===== src/rtl/bpu_pht_upd_ctrl.sv =====
`default_nettype none
// ============================================================================
//  Module      : bpu_pht_upd_ctrl
//  Description : Port sequencer for the 2-bit pattern history table. Fetch
//                lookups and queued branch-resolution updates share the
//                single PHT read port. Updates perform a read-modify-write of
//                the saturating counter through a one-entry write stage (S1),
//                with forwarding for back-to-back updates to one index. A
//                starvation guard lets a waiting update steal a read slot
//                from lookups. A clear FSM sweeps the whole table to 2'b00.
//  Ports       :
//    clk, rst_n                  clock, asynchronous active-low reset
//    i_lkp_vld/i_lkp_idx         fetch lookup request
//    o_lkp_rdy/o_lkp_cnt         lookup serviced / counter read for it
//    i_upd_vld/i_upd_idx/
//    i_upd_taken/o_upd_rdy       update request handshake
//    i_clr_req/o_clr_busy        full-table clear request / sweep active
//    o_pht_ridx/i_pht_rd_entry   PHT read port (data combinational)
//    o_pht_wren/o_pht_widx/
//    o_pht_wr_entry              PHT write port
//  Revision    : 1.0 - initial release
// ============================================================================
module bpu_pht_upd_ctrl #(
    parameter int IDX_W      = 11,
    parameter int PHT_DEPTH  = 2048,
    parameter int FIFO_DEPTH = 4,
    parameter int STARVE_LIM = 8
) (
    input  logic             clk,
    input  logic             rst_n,
    input  logic             i_lkp_vld,
    input  logic [IDX_W-1:0] i_lkp_idx,
    output logic             o_lkp_rdy,
    output logic [1:0]       o_lkp_cnt,
    input  logic             i_upd_vld,
    output logic             o_upd_rdy,
    input  logic [IDX_W-1:0] i_upd_idx,
    input  logic             i_upd_taken,
    input  logic             i_clr_req,
    output logic             o_clr_busy,
    output logic [IDX_W-1:0] o_pht_ridx,
    input  logic [1:0]       i_pht_rd_entry,
    output logic             o_pht_wren,
    output logic [IDX_W-1:0] o_pht_widx,
    output logic [1:0]       o_pht_wr_entry
);

    localparam int C_PTR_W = $clog2(FIFO_DEPTH);
    localparam int C_STV_W = $clog2(STARVE_LIM + 1);

    localparam logic [C_PTR_W:0]   C_PTR_ONE  = (C_PTR_W + 1)'(1);
    localparam logic [C_STV_W-1:0] C_STV_MAX  = C_STV_W'(STARVE_LIM);
    localparam logic [C_STV_W-1:0] C_STV_ONE  = C_STV_W'(1);
    localparam logic [IDX_W-1:0]   C_IDX_ONE  = IDX_W'(1);
    localparam logic [IDX_W-1:0]   C_CLR_LAST = IDX_W'(PHT_DEPTH - 1);

    typedef enum logic [0:0] {
        ST_NORM  = 1'b0,
        ST_CLEAR = 1'b1
    } state_t;

    state_t r_state;
    state_t w_state_nxt;

    // Update queue storage; pointers carry one extra wrap bit for full/empty.
    logic [IDX_W-1:0]      r_fifo_idx [FIFO_DEPTH];
    logic [FIFO_DEPTH-1:0] r_fifo_tkn;
    logic [C_PTR_W:0]      r_wptr;
    logic [C_PTR_W:0]      r_rptr;

    logic [C_STV_W-1:0]    r_starve;
    logic                  r_s1_vld;
    logic [IDX_W-1:0]      r_s1_idx;
    logic [1:0]            r_s1_cnt;
    logic [IDX_W-1:0]      r_clr_idx;

    logic                  w_empty;
    logic                  w_full;
    logic [IDX_W-1:0]      w_head_idx;
    logic                  w_head_tkn;
    logic                  w_steal;
    logic                  w_gnt;
    logic                  w_push;
    logic                  w_flush;
    logic [1:0]            w_old;
    logic [1:0]            w_new;

    assign w_empty    = (r_wptr == r_rptr);
    assign w_full     = (r_wptr[C_PTR_W] != r_rptr[C_PTR_W]) &&
                        (r_wptr[C_PTR_W-1:0] == r_rptr[C_PTR_W-1:0]);
    assign w_head_idx = r_fifo_idx[r_rptr[C_PTR_W-1:0]];
    assign w_head_tkn = r_fifo_tkn[r_rptr[C_PTR_W-1:0]];
    assign w_steal    = (r_starve == C_STV_MAX) && !w_empty;
    assign w_push     = i_upd_vld && o_upd_rdy;

    assign o_lkp_cnt  = i_pht_rd_entry;
    assign o_pht_ridx = w_gnt ? w_head_idx : i_lkp_idx;

    // The counter still sitting in S1 has not reached the table yet, so an
    // update to the same index must build on it rather than on the stale read.
    always_comb begin
        w_old = (r_s1_vld && (r_s1_idx == w_head_idx)) ? r_s1_cnt : i_pht_rd_entry;
        if (w_head_tkn) begin
            w_new = (w_old == 2'b11) ? 2'b11 : (w_old + 2'b01);
        end else begin
            w_new = (w_old == 2'b00) ? 2'b00 : (w_old - 2'b01);
        end
    end

    // ------------------------------------------------------------------
    // FSM: state register
    // ------------------------------------------------------------------
    always_ff @(posedge clk or negedge rst_n) begin
        if (!rst_n) begin
            r_state <= ST_NORM;
        end else begin
            r_state <= w_state_nxt;
        end
    end

    // ------------------------------------------------------------------
    // FSM: next state, arbitration and port outputs
    // ------------------------------------------------------------------
    always_comb begin
        w_state_nxt    = r_state;
        w_gnt          = 1'b0;
        w_flush        = 1'b0;
        o_lkp_rdy      = 1'b1;
        o_upd_rdy      = 1'b0;
        o_clr_busy     = 1'b0;
        o_pht_wren     = r_s1_vld;
        o_pht_widx     = r_s1_idx;
        o_pht_wr_entry = r_s1_cnt;
        case (r_state)
            ST_NORM: begin
                w_gnt     = !w_empty && !i_clr_req && (!i_lkp_vld || w_steal);
                o_lkp_rdy = !(w_steal && !i_clr_req);
                o_upd_rdy = !w_full && !i_clr_req;
                if (i_clr_req) begin
                    // Queued updates are dropped; a pending S1 write still
                    // goes out this cycle through the default write port.
                    w_flush     = 1'b1;
                    w_state_nxt = ST_CLEAR;
                end
            end
            ST_CLEAR: begin
                o_clr_busy     = 1'b1;
                o_pht_wren     = 1'b1;
                o_pht_widx     = r_clr_idx;
                o_pht_wr_entry = 2'b00;
                if (r_clr_idx == C_CLR_LAST) begin
                    w_state_nxt = ST_NORM;
                end
            end
            default: begin
                w_state_nxt = ST_NORM;
            end
        endcase
    end

    // ------------------------------------------------------------------
    // Queue storage (no reset needed: guarded by the pointers)
    // ------------------------------------------------------------------
    always_ff @(posedge clk) begin
        if (w_push) begin
            r_fifo_idx[r_wptr[C_PTR_W-1:0]] <= i_upd_idx;
            r_fifo_tkn[r_wptr[C_PTR_W-1:0]] <= i_upd_taken;
        end
    end

    // ------------------------------------------------------------------
    // Pointers, starvation counter, S1 stage and clear sweep index
    // ------------------------------------------------------------------
    always_ff @(posedge clk or negedge rst_n) begin
        if (!rst_n) begin
            r_wptr    <= '0;
            r_rptr    <= '0;
            r_starve  <= '0;
            r_s1_vld  <= 1'b0;
            r_s1_idx  <= '0;
            r_s1_cnt  <= 2'b00;
            r_clr_idx <= '0;
        end else begin
            if (w_flush) begin
                r_wptr <= '0;
                r_rptr <= '0;
            end else begin
                if (w_push) begin
                    r_wptr <= r_wptr + C_PTR_ONE;
                end
                if (w_gnt) begin
                    r_rptr <= r_rptr + C_PTR_ONE;
                end
            end

            if ((r_state != ST_NORM) || w_flush || w_gnt || w_empty) begin
                r_starve <= '0;
            end else if (i_lkp_vld && (r_starve != C_STV_MAX)) begin
                r_starve <= r_starve + C_STV_ONE;
            end

            r_s1_vld <= w_gnt;
            if (w_gnt) begin
                r_s1_idx <= w_head_idx;
                r_s1_cnt <= w_new;
            end

            if (w_flush) begin
                r_clr_idx <= '0;
            end else if (r_state == ST_CLEAR) begin
                r_clr_idx <= r_clr_idx + C_IDX_ONE;
            end
        end
    end

endmodule
`default_nettype wire

===== config.mk =====
export PLATFORM = sky130hd
export DESIGN_NAME = bpu_pht_upd_ctrl
export DESIGN_NICKNAME = d
export VERILOG_FILES = /design/src/rtl/bpu_pht_upd_ctrl.sv
export SDC_FILE = /design/constraint.sdc
export NUM_CORES = 1
export LEC_CHECK = 0
export CORE_ASPECT_RATIO = 1.1
export CORE_UTILIZATION = 42
export DETAILED_ROUTE_END_ITERATION = 16
export GPL_ROUTABILITY_DRIVEN = 0
export PLACE_DENSITY = 0.6
export SYNTH_ARGS = -nofsm -noshare
export SYNTH_HDL_FRONTEND = slang
export SYNTH_SLANG_ARGS = --single-unit

===== constraint.sdc =====
create_clock -name clk -period 2.4 [get_ports clk]
set_clock_uncertainty 0.05 [all_clocks]
set_input_delay 0.48 -clock clk [delete_from_list [all_inputs] [get_ports clk]]
set_output_delay 0.48 -clock clk [all_outputs]
set_load 0.01 [all_outputs]

; ---- Word level (Yosys, flattened, before mapping)
; Memory sizes are Yosys's and may differ from the RTL's.
; Cells that the tools add are included.
[word_totals]
out_inout_bits = 30
latch_bits = 0
wordCells = 83
mem_bits_rw = 44
input_bits = 30
register_bits = 40
romBits = 0
memories = 1
[classes]
addsub = 6
n_lt_le_gt_ge = 3
n_bitwise = 1
eq_ne = 8
shift = 0
mul = 0
n_reduce_logical = 24
n_div = 0
mux = 31
[memory_table]
columns = name, depth, width, read_ports, rd_ports_with_merged_regs, write_ports, line
row1 = r_fifo_idx, 4, 11, 1, 0, 1, 66  ; logic [IDX_W-1:0] r_fifo_idx [FIFO_DEPTH];
[ops]
columns = cell, n
row1 = 11-bit two-way mux, 4
row2 = 1-bit two-way mux, 12
row3 = 3-bit two-way mux, 4
row4 = "11-bit by 1-bit adder with 11-bit output, second input constant", 1
row5 = 11-bit equality test, 1
row6 = "11-bit equality test, second input constant", 1
row7 = 1-bit logical AND, 10
row8 = 2-bit two-way mux, 5
row9 = 4-bit two-way mux, 2
row10 = 2-bit nonzero test, 4
row11 = "3-bit by 1-bit adder with 3-bit output, second input constant", 2
row12 = "2-bit by 3-bit < comparator with 1-bit output, second input constant", 2
row13 = 1-bit zero test, 5
row14 = "4-bit by 1-bit adder with 4-bit output, second input constant", 1
row15 = 4-bit bitwise mux, 1
row16 = "4-bit equality test, second input constant", 1
row17 = 1-bit logical OR, 4
row18 = "4-bit inequality test, second input constant", 1
row19 = 3-bit equality test, 1
row20 = "2-bit by 1-bit adder with 2-bit output, second input constant", 1
row21 = 1-bit binary-select mux with 2-bit select, 1
row22 = 1-bit demux with 2-bit select, 1
row23 = 2-bit equality test, 1
row24 = "2-bit equality test, second input constant", 1
row25 = other kinds (6), 6

; ---- Longest topological paths before layout
; Gate-level depths: netlist of run 1.
[logic_depth]
word_depth = 9
ltp_mapped = 10

; ---- Worst setup path after synthesis of run 1
; OpenSTA, ideal clock, no wires.
[synth_timing]
path_type = register to register
startpoint = register r_rptr[0]
endpoint = memory r_fifo_idx[3][0], enable pin
period_less_slack_ns = 2.358
stages_incl_launch_ff = 6
n_path_buf = 2
setup_time_ns = 0.363
path_slack_ns = 0.042
arrival_ns = 1.945
path_cell_list = dfrtp_1 buf_2 buf_6 xnor2_1 a311oi_1 and3_1
[synth_via]
elab_chain_cells = 8
[synth_lines]
columns = element, line
row1 = from (decl), 69  ; logic [C_PTR_W:0] r_rptr;
row2 = from (signal assigned), 192  ; r_rptr <= r_rptr + C_PTR_ONE;
row3 = 2-bit equality test, 90  ; (r_wptr[C_PTR_W-1:0] == r_rptr[C_PTR_W-1:0]);
row4 = 1-bit logical AND, 89  ; assign w_full = (r_wptr[C_PTR_W] != r_rptr[C_PTR_W]) &&
row5 = 1-bit zero test, 138  ; o_upd_rdy = !w_full && !i_clr_req;
row6 = 1-bit logical AND, 138
row7 = 1-bit two-way mux, 134  ; case (r_state)
row8 = net o_upd_rdy, 36  ; output logic o_upd_rdy,
row9 = 1-bit logical AND, 94  ; assign w_push = i_upd_vld && o_upd_rdy;
row10 = 1-bit two-way mux, 165  ; if (w_push) begin
row11 = 1-bit two-way mux (not written as such), 166  ; r_fifo_idx[r_wptr[C_PTR_W-1:0]] <= i_upd_idx;
row12 = to (decl), 66
; The timed path passes the listed nets, and every way through them passes these cells.

; ---- Final worst setup path of run 1
[layout_timing]
startpoint = register r_rptr[1]
endpoint = output port o_pht_ridx[3]
[layout_via]
elab_chain_cells = 7
elab_cells_between_ends = 9
[layout_lines]
columns = element, line
row1 = 3-bit equality test, 88  ; assign w_empty = (r_wptr == r_rptr);
row2 = 1-bit zero test, "93, 136"
row3 = 1-bit logical AND, 93  ; assign w_steal = (r_starve == C_STV_MAX) && !w_empty;
row4 = 1-bit logical OR, 136  ; w_gnt = !w_empty && !i_clr_req && (!i_lkp_vld || w_steal);
row5 = 1-bit logical AND, 136
row6 = 1-bit two-way mux, 134
row7 = 11-bit two-way mux (*), 97  ; assign o_pht_ridx = w_gnt ? w_head_idx : i_lkp_idx;
row8 = to (decl), 41  ; output logic [IDX_W-1:0] o_pht_ridx,
; Every way passes the cells marked *; elsewhere a longest branch is shown, timed or not.

==> metrics.txt, run 1 <==
Hold Path Depth 1; Starting DRT DRC Count 148; Final Setup Violations 12; pre-CTS setup slack -496 ps; distinct cell type count after synthesis 43; fin crit period 2510 ps; hold_sp r_clr_idx[9]; WL/cell 16.2 um; CTS clk-pin slew, worst paths 80 ps; worst-path fanout max 3; Syn Area/Cell 12.7 um2; Hold Fails Final Rpt 0; Compound-Gate Fraction of Synth Area 7.56%; die area 0.00997 mm2; LEAKAGE 2.38 nW; total clock sinks 84; Post-Syn Area 0.00402 mm2; Crit path arrival time 1980 ps; layout cell share with drive strength beyond 1 34.5%; mux share of post-synthesis cell area 10.5%; Reg-to-Reg Start r_rptr[1]; failing checks negative setup slack; Rows 37; Adder-Cell Fraction of Synth Area 2.49%; RSZ-0062 raised after global routing true; max-cap viol count 0; run status finished, violations left; reg-to-reg endpoint r_s1_cnt[0]; Pre-antenna DRT Iters 4; Slew Viols, Final 0; largest family of logic cells by synthesized area simple AND/OR/NAND/NOR gates; commonest non-fill, non-tap cells in the layout 48 x edfxtp_1, 46 x clkdlybuf4s50_1, 42 x buf_4, 34 x nand2_1, 34 x dfrtp_1; most common cell after layout, fill and taps aside edfxtp_1; Final period util 105%; R2R depth 12; Synth Area in Simple Gates 13.0%; CTS Root Cell clkbuf_8; fmax 398 MHz; CP Data Required Time 1870 ps; Fin Setup TNS -814 ps; FFs w/ async S/R, synth 42.9%; P&R area growth vs syn 41.5%; worst hold endpoint r_clr_idx[9]; final net count 476; Filler cells 746; number of flops mapped to enable cells by yosys 48; Worst-Margin Slew 468 ps; Power Density 457 mW/mm2; final WL 9.09 mm; area of the core 0.00931 mm2; Starting Density 43.2%; CTS H-Tree Depth 3; Syn Nets 355; Port Buffer Count 59; gr ovfl total 0; Cells after Synth 317; HPWL after detailed placement 6.13 mm; CP Launch Point r_rptr[1]; die width 95.3 um; fin area 0.00569 mm2; number of vias per cell 5.13; element type at the critical path end primary output; antenna violations before repair 0; Worst-Skew Late Latency 360 ps; first-pass GRT wire length 14.5 mm; Post-Route Utilization 61.1%; area of the multi-input gates 0.00175 mm2; top_reg_cell synth edfxtp_1; largest net degree at the start of global routing 37; CTS tree yes; xor/xnor share of the synthesized area 5.45%; Clock Path Buffers 2; synthesis-stage register bit count 84; antenna diode count 0; DP Area 0.00509 mm2; synth warn 0; Critical Path Start Type register; IO Count 60; total track usage 19.7%; register cell area after layout 0.00234 mm2; HP Class register to register; sequential cell area fraction in the yosys report 58.3%; Crit Path Class register to primary output; vias in the first global route 2,822; Die H 105 um; worst rel slew slack 68.8%; Final Total Pwr 2.60 mW; DRC errors left 0; R2R setup slack -80 ps; Final ANT Viol Nets 0; total CTS buffers 9; setup slack after layout -113 ps; VDD IR max 0.000380 V; DR vias 2,873
==> routing by layer <==
metal	GRT usage (%)	vias up	wire, um
met4	7.68	0	172
met2	31.9	45	4520
met5	0	-	0
met1	26.6	1426	4170
li1	-	1387	-
met3	2.84	15	223
==> sequential cells by signal (all words and copies together), names as in the netlist <==
name	count
r_s1_idx	11
r_wptr	3
r_state	1
r_s1_vld	1
r_s1_cnt	2
r_fifo_idx	44
r_starve	4
r_fifo_tkn	4
r_rptr	3
r_clr_idx	11
==> power by group <==
| group | internal (mW) | leakage, nW | switching (mW) | total [mW] |
|---|---|---|---|---|
| Combinational | 0.0725 | 1.39 | 0.0538 | 0.126 |
| Sequential | 1.53 | 0.910 | 0.00264 | 1.53 |
| Clock | 0.390 | 0.0833 | 0.554 | 0.944 |
| Total | 1.99 | 2.38 | 0.611 | 2.60 |
==> worst max path at each step <==
stage                             endpoint  slack [ps]
after floorplan           r_fifo_idx[3][0]          40
after global routing           r_s1_cnt[0]        -260
after detailed placement     o_pht_ridx[4]        -500
after CTS                    o_pht_ridx[3]        -130
after global placement       o_pht_ridx[2]        -430
final                        o_pht_ridx[3]        -110
==> synth_stat cells, types with 2 or more instances <==
cell | n | area share [%]
inv_1 | 6 | 0.56
nor2b_1 | 6 | 0.93
mux4_2 | 7 | 3.9
mux2_2 | 12 | 3.4
a21o_1 | 12 | 2.2
buf_6 | 3 | 0.84
edfxtp_1 | 48 | 36
a21oi_1 | 4 | 0.50
xnor2_1 | 20 | 4.4
o211ai_1 | 3 | 0.56
nand2b_1 | 4 | 0.62
a22o_1 | 5 | 1.1
mux2i_1 | 13 | 3.2
nand2_1 | 49 | 4.6
buf_2 | 2 | 0.25
nand3_1 | 11 | 1.4
xor2_1 | 5 | 1.1
nor2_1 | 18 | 1.7
buf_4 | 2 | 0.37
dfrtp_1 | 36 | 22
o21ai_1 | 4 | 0.50
o31ai_1 | 2 | 0.37
and3_1 | 11 | 1.7
clkbuf_1 | 6 | 0.56
nand3b_1 | 3 | 0.56
ha_1 | 8 | 2.5
==> cells by family (layout without fill, tap and decap cells) <==
logic type      after synthesis  in the layout
simple gates                109            109
flops                        84             84
compound gates               39             39
mux                          32             32
xor+xnor                     25             25
buf+inv                      20            146
fa+ha+maj                     8              8
==> timing repair <==
action,in CTS,in global routing
hold buffers,0,0
buffers inserted,14,4
hold endpoints to repair,0,0
cloned,1,1
pin swaps,18,3
gates resized for setup,100,16
setup endpoints to repair,26,25
==> stage by stage <==
stage               instances  hold slack (ps)
floorplan                 317              134
global placement          525              436
detailed placement        525              443
CTS                       556              461
global route              560              486
finish                    560              460
==> critical path, cell delays in order, from the launching register on <==
cell      delay (ps)
dfrtp_2          440
buf_12           130
buf_16           120
buf_6            110
buf_4            130
mux2i_4          180
a211oi_2         180
buf_4            150
a21o_1            70
buf_2            120
==> layout make-up <==
class / count / share of cell area [%]
Clock buffer: 9 / 2.18
Clock inverter: 7 / 1.01
Inverter: 7 / 0.594
Multi-Input combinational cell: 213 / 30.8
Sequential cell: 84 / 41.2
Tap cell: 117 / 2.57
Timing Repair Buffer: 123 / 21.6
No activity file was read; power rests on OpenSTA's default activity.
==> run 2, diff against run 1 <==
--- a/config.mk
+++ b/config.mk
@@ -9,7 +9,8 @@
 export CORE_UTILIZATION = 42
 export DETAILED_ROUTE_END_ITERATION = 16
 export GPL_ROUTABILITY_DRIVEN = 0
-export PLACE_DENSITY = 0.6
+export MAX_ROUTING_LAYER = met4
+export PLACE_DENSITY = 0.63
 export SYNTH_ARGS = -nofsm -noshare
 export SYNTH_HDL_FRONTEND = slang
 export SYNTH_SLANG_ARGS = --single-unit
==> constraint.sdc (replaced) <==
create_clock -name clk -period 2.2 [get_ports clk]
set_clock_uncertainty 0.05 [all_clocks]
set_input_delay 0.44 -clock clk [delete_from_list [all_inputs] [get_ports clk]]
set_output_delay 0.44 -clock clk [all_outputs]
set_load 0.01 [all_outputs]
==> run 2 against run 1 <==
  * The run still ends with negative setup slack left
  * Cell count grew 1.6%
  * First-iteration DRC count shrank 23%
  * Setup slack lost 130 ps
  * Sequential power grew 9%
  * Wire length grew 3.6%
  * Global-route usage grew 1.1 points
  * Die area is the same
  * Combinational power grew 8%
  * Clock-buffer cell count is the same
  * Via count grew 0.14%
==> metrics.txt, run 2 (synthesis gave the netlist of run 1 again) <==
Crit path arrival time 2630 ps (+650 ps); layout cell share with drive strength beyond 1 37.4% (+2.9 points); IO Count 60 (unchanged); Hold Fails Final Rpt 0 (unchanged); gr ovfl total 0 (unchanged); Crit Path Class register to register; worst-path fanout max 4 (+1); HP Class input port to async pin; total clock sinks 84 (unchanged); total track usage 20.9% (+1.1 points); hold buffers post-CTS 0 (unchanged); worst rel slew slack 68.1% (-0.71 points); Clock Path Buffers 2 (unchanged); placed insts 529 (+0.76%); CTS tree yes; Final Setup Violations 13 (+1); Worst-Margin Slew 479 ps (+10.7 ps); vias in the first global route 2,886 (+2.3%); die area 0.00997 mm2 (unchanged); Top Family by Delay on Critical Path multiplexers; Rows 37 (unchanged); final net count 486 (+2.1%); most common cell after layout, fill and taps aside buf_4; number of vias per cell 5.06 (-1.4%); Final period util 111%; DRC errors left 0 (unchanged); total CTS buffers 9 (unchanged); RSZ-0062 raised after global routing true; Starting DRT DRC Count 114 (-23%); R2R depth 10 (-2); Pre-antenna DRT Iters 4 (unchanged); Finished Layout Cells 569 (+1.6%); Final Total Pwr 2.90 mW (+12%); max reg flops 44 (unchanged); Largest stage delay, worst path 530 ps (+90 ps); WP buf/inv 4 (-2); CTS clk-pin slew, worst paths 90 ps (about the same); fmax 410 MHz; HPWL after detailed placement 6.14 mm (about the same); CP Data Required Time 2390 ps (+520 ps); stages on the worst setup path 10 (+1); antenna violations before repair 0 (unchanged); WL/cell 16.5 um (+1.9%); failing checks negative setup slack; run status finished, violations left; die width 95.3 um (unchanged); Port Buffer Count 59 (unchanged); worst path cell trace buf_6 -> buf_6 -> mux4_2 -> buf_4 -> xnor2_2 -> nand4_1 -> nor4_4 -> buf_4 -> mux2i_1 -> a211oi_2; max-cap viol count 0 (unchanged); final WL 9.41 mm (+3.6%); Critical Path Start Type register; VDD IR max 0.000439 V (+15%); antenna diode count 0 (unchanged); fin crit period 2440 ps; LEAKAGE 2.55 nW (+7.0%); Slew Viols, Final 0 (unchanged); element type at the critical path end register; Final ANT Viol Nets 0 (unchanged); setup slack after layout -241 ps (-129 ps); Power Density 501 mW/mm2 (+9.6%); Slowest-stage cell, CP mux4_2; CTS H-Tree Depth 3 (unchanged); area of the core 0.00931 mm2 (unchanged); first-pass GRT wire length 14.7 mm (+1.5%); P&R area growth vs syn 44.2%; DR vias 2,877 (+0.14%); Starting Density 43.2% (unchanged); largest net degree at the start of global routing 37 (unchanged); Worst-Skew Late Latency 370 ps (about the same); CTS Root Cell clkbuf_8; Die H 105 um (unchanged); commonest non-fill, non-tap cells in the layout 52 x buf_4, 48 x edfxtp_1, 39 x nand2_1, 33 x dfrtp_1, 32 x clkdlybuf4s50_1
-- run 2: changes by cell type in the layout (fill, tap and decap cells not counted), sizes merged --
| cell | previous run | this run |
|---|---|---|
| clkinv | 0 | 2 |
| dlygate4sd2 | 0 | 9 |
| clkdlybuf4s50 | 46 | 32 |
| buf | 74 | 84 |
| clkbuf | 11 | 14 |
| bufinv | 0 | 1 |
| bufbuf | 0 | 2 |
| inv | 11 | 7 |
-- run 2: repair_timing --
item,CTS,global route
endpoints found under the setup margin,27,17
gates resized for setup,108,32
cloned,3,1
pin swaps,11,10
buffers inserted,16,6
-- run 2: layer usage --
metal	track usage [%]	vias to the layer above	routed length [um]
met4	8.66	0	169
met3	2.77	17	276
met1	26.3	1400	4180
met2	33.6	60	4790
li1	-	1400	-
met5	-	-	0
-- run 2: per-stage QoR --
stage | setup slack, ps | TNS [ps] | utilization (%) | hold slack [ps] | area (um2)
after global routing | -372 | -3470 | 62.3 | 480 | 5800
after global placement | -528 | -7540 | 55.2 | 437 | 5130
after floorplan | -3.71 | -3.71 | - | 94.4 | 4040
final | -241 | -2360 | 62.3 | 440 | 5800
after detailed placement | -554 | -7800 | 55.2 | 444 | 5130
after CTS | -266 | -2530 | 60.6 | 458 | 5640
-- run 2: worst paths after layout --
kind	startpoint	end	slack, ps
worst max-delay path	r_rptr[0]	r_s1_cnt[0]	-240
worst min-delay path	rst_n	r_clr_idx[4]	440
min in group clk	r_clr_idx[9]	r_clr_idx[9]	450
max in group asynchronous	rst_n	r_rptr[1]	1280
worst min register to register	r_clr_idx[9]	r_clr_idx[9]	450
worst max register to register	r_rptr[0]	r_s1_cnt[0]	-240
-- run 2: cell type report --
cell class                      instances  area, um2
Clock buffer                            9        124
Fill cell                             736       3510
Inverter                                7       33.8
Clock inverter                          6       66.3
Tap cell                              117        146
Sequential cell                        84       2350
Multi-Input combinational cell        213       1790
Timing Repair Buffer                  133       1280
-- run 2: power breakdown --
| part | switching, mW | leakage (nW) | total [mW] | internal (mW) |
|---|---|---|---|---|
| combinational | 0.0595 | 1.55 | 0.136 | 0.0763 |
| sequential | 0.00209 | 0.909 | 1.67 | 1.67 |
| clock | 0.581 | 0.0873 | 1.10 | 0.518 |
-- run 2: worst reg2reg max path, delay by kind of cell, from the launching register on --
kind	cells	cell delay, ps
compound gates	1	80
xor+xnor	1	110
buf+inv	4	570
flops	1	420
mux	2	740
simple gates	2	350
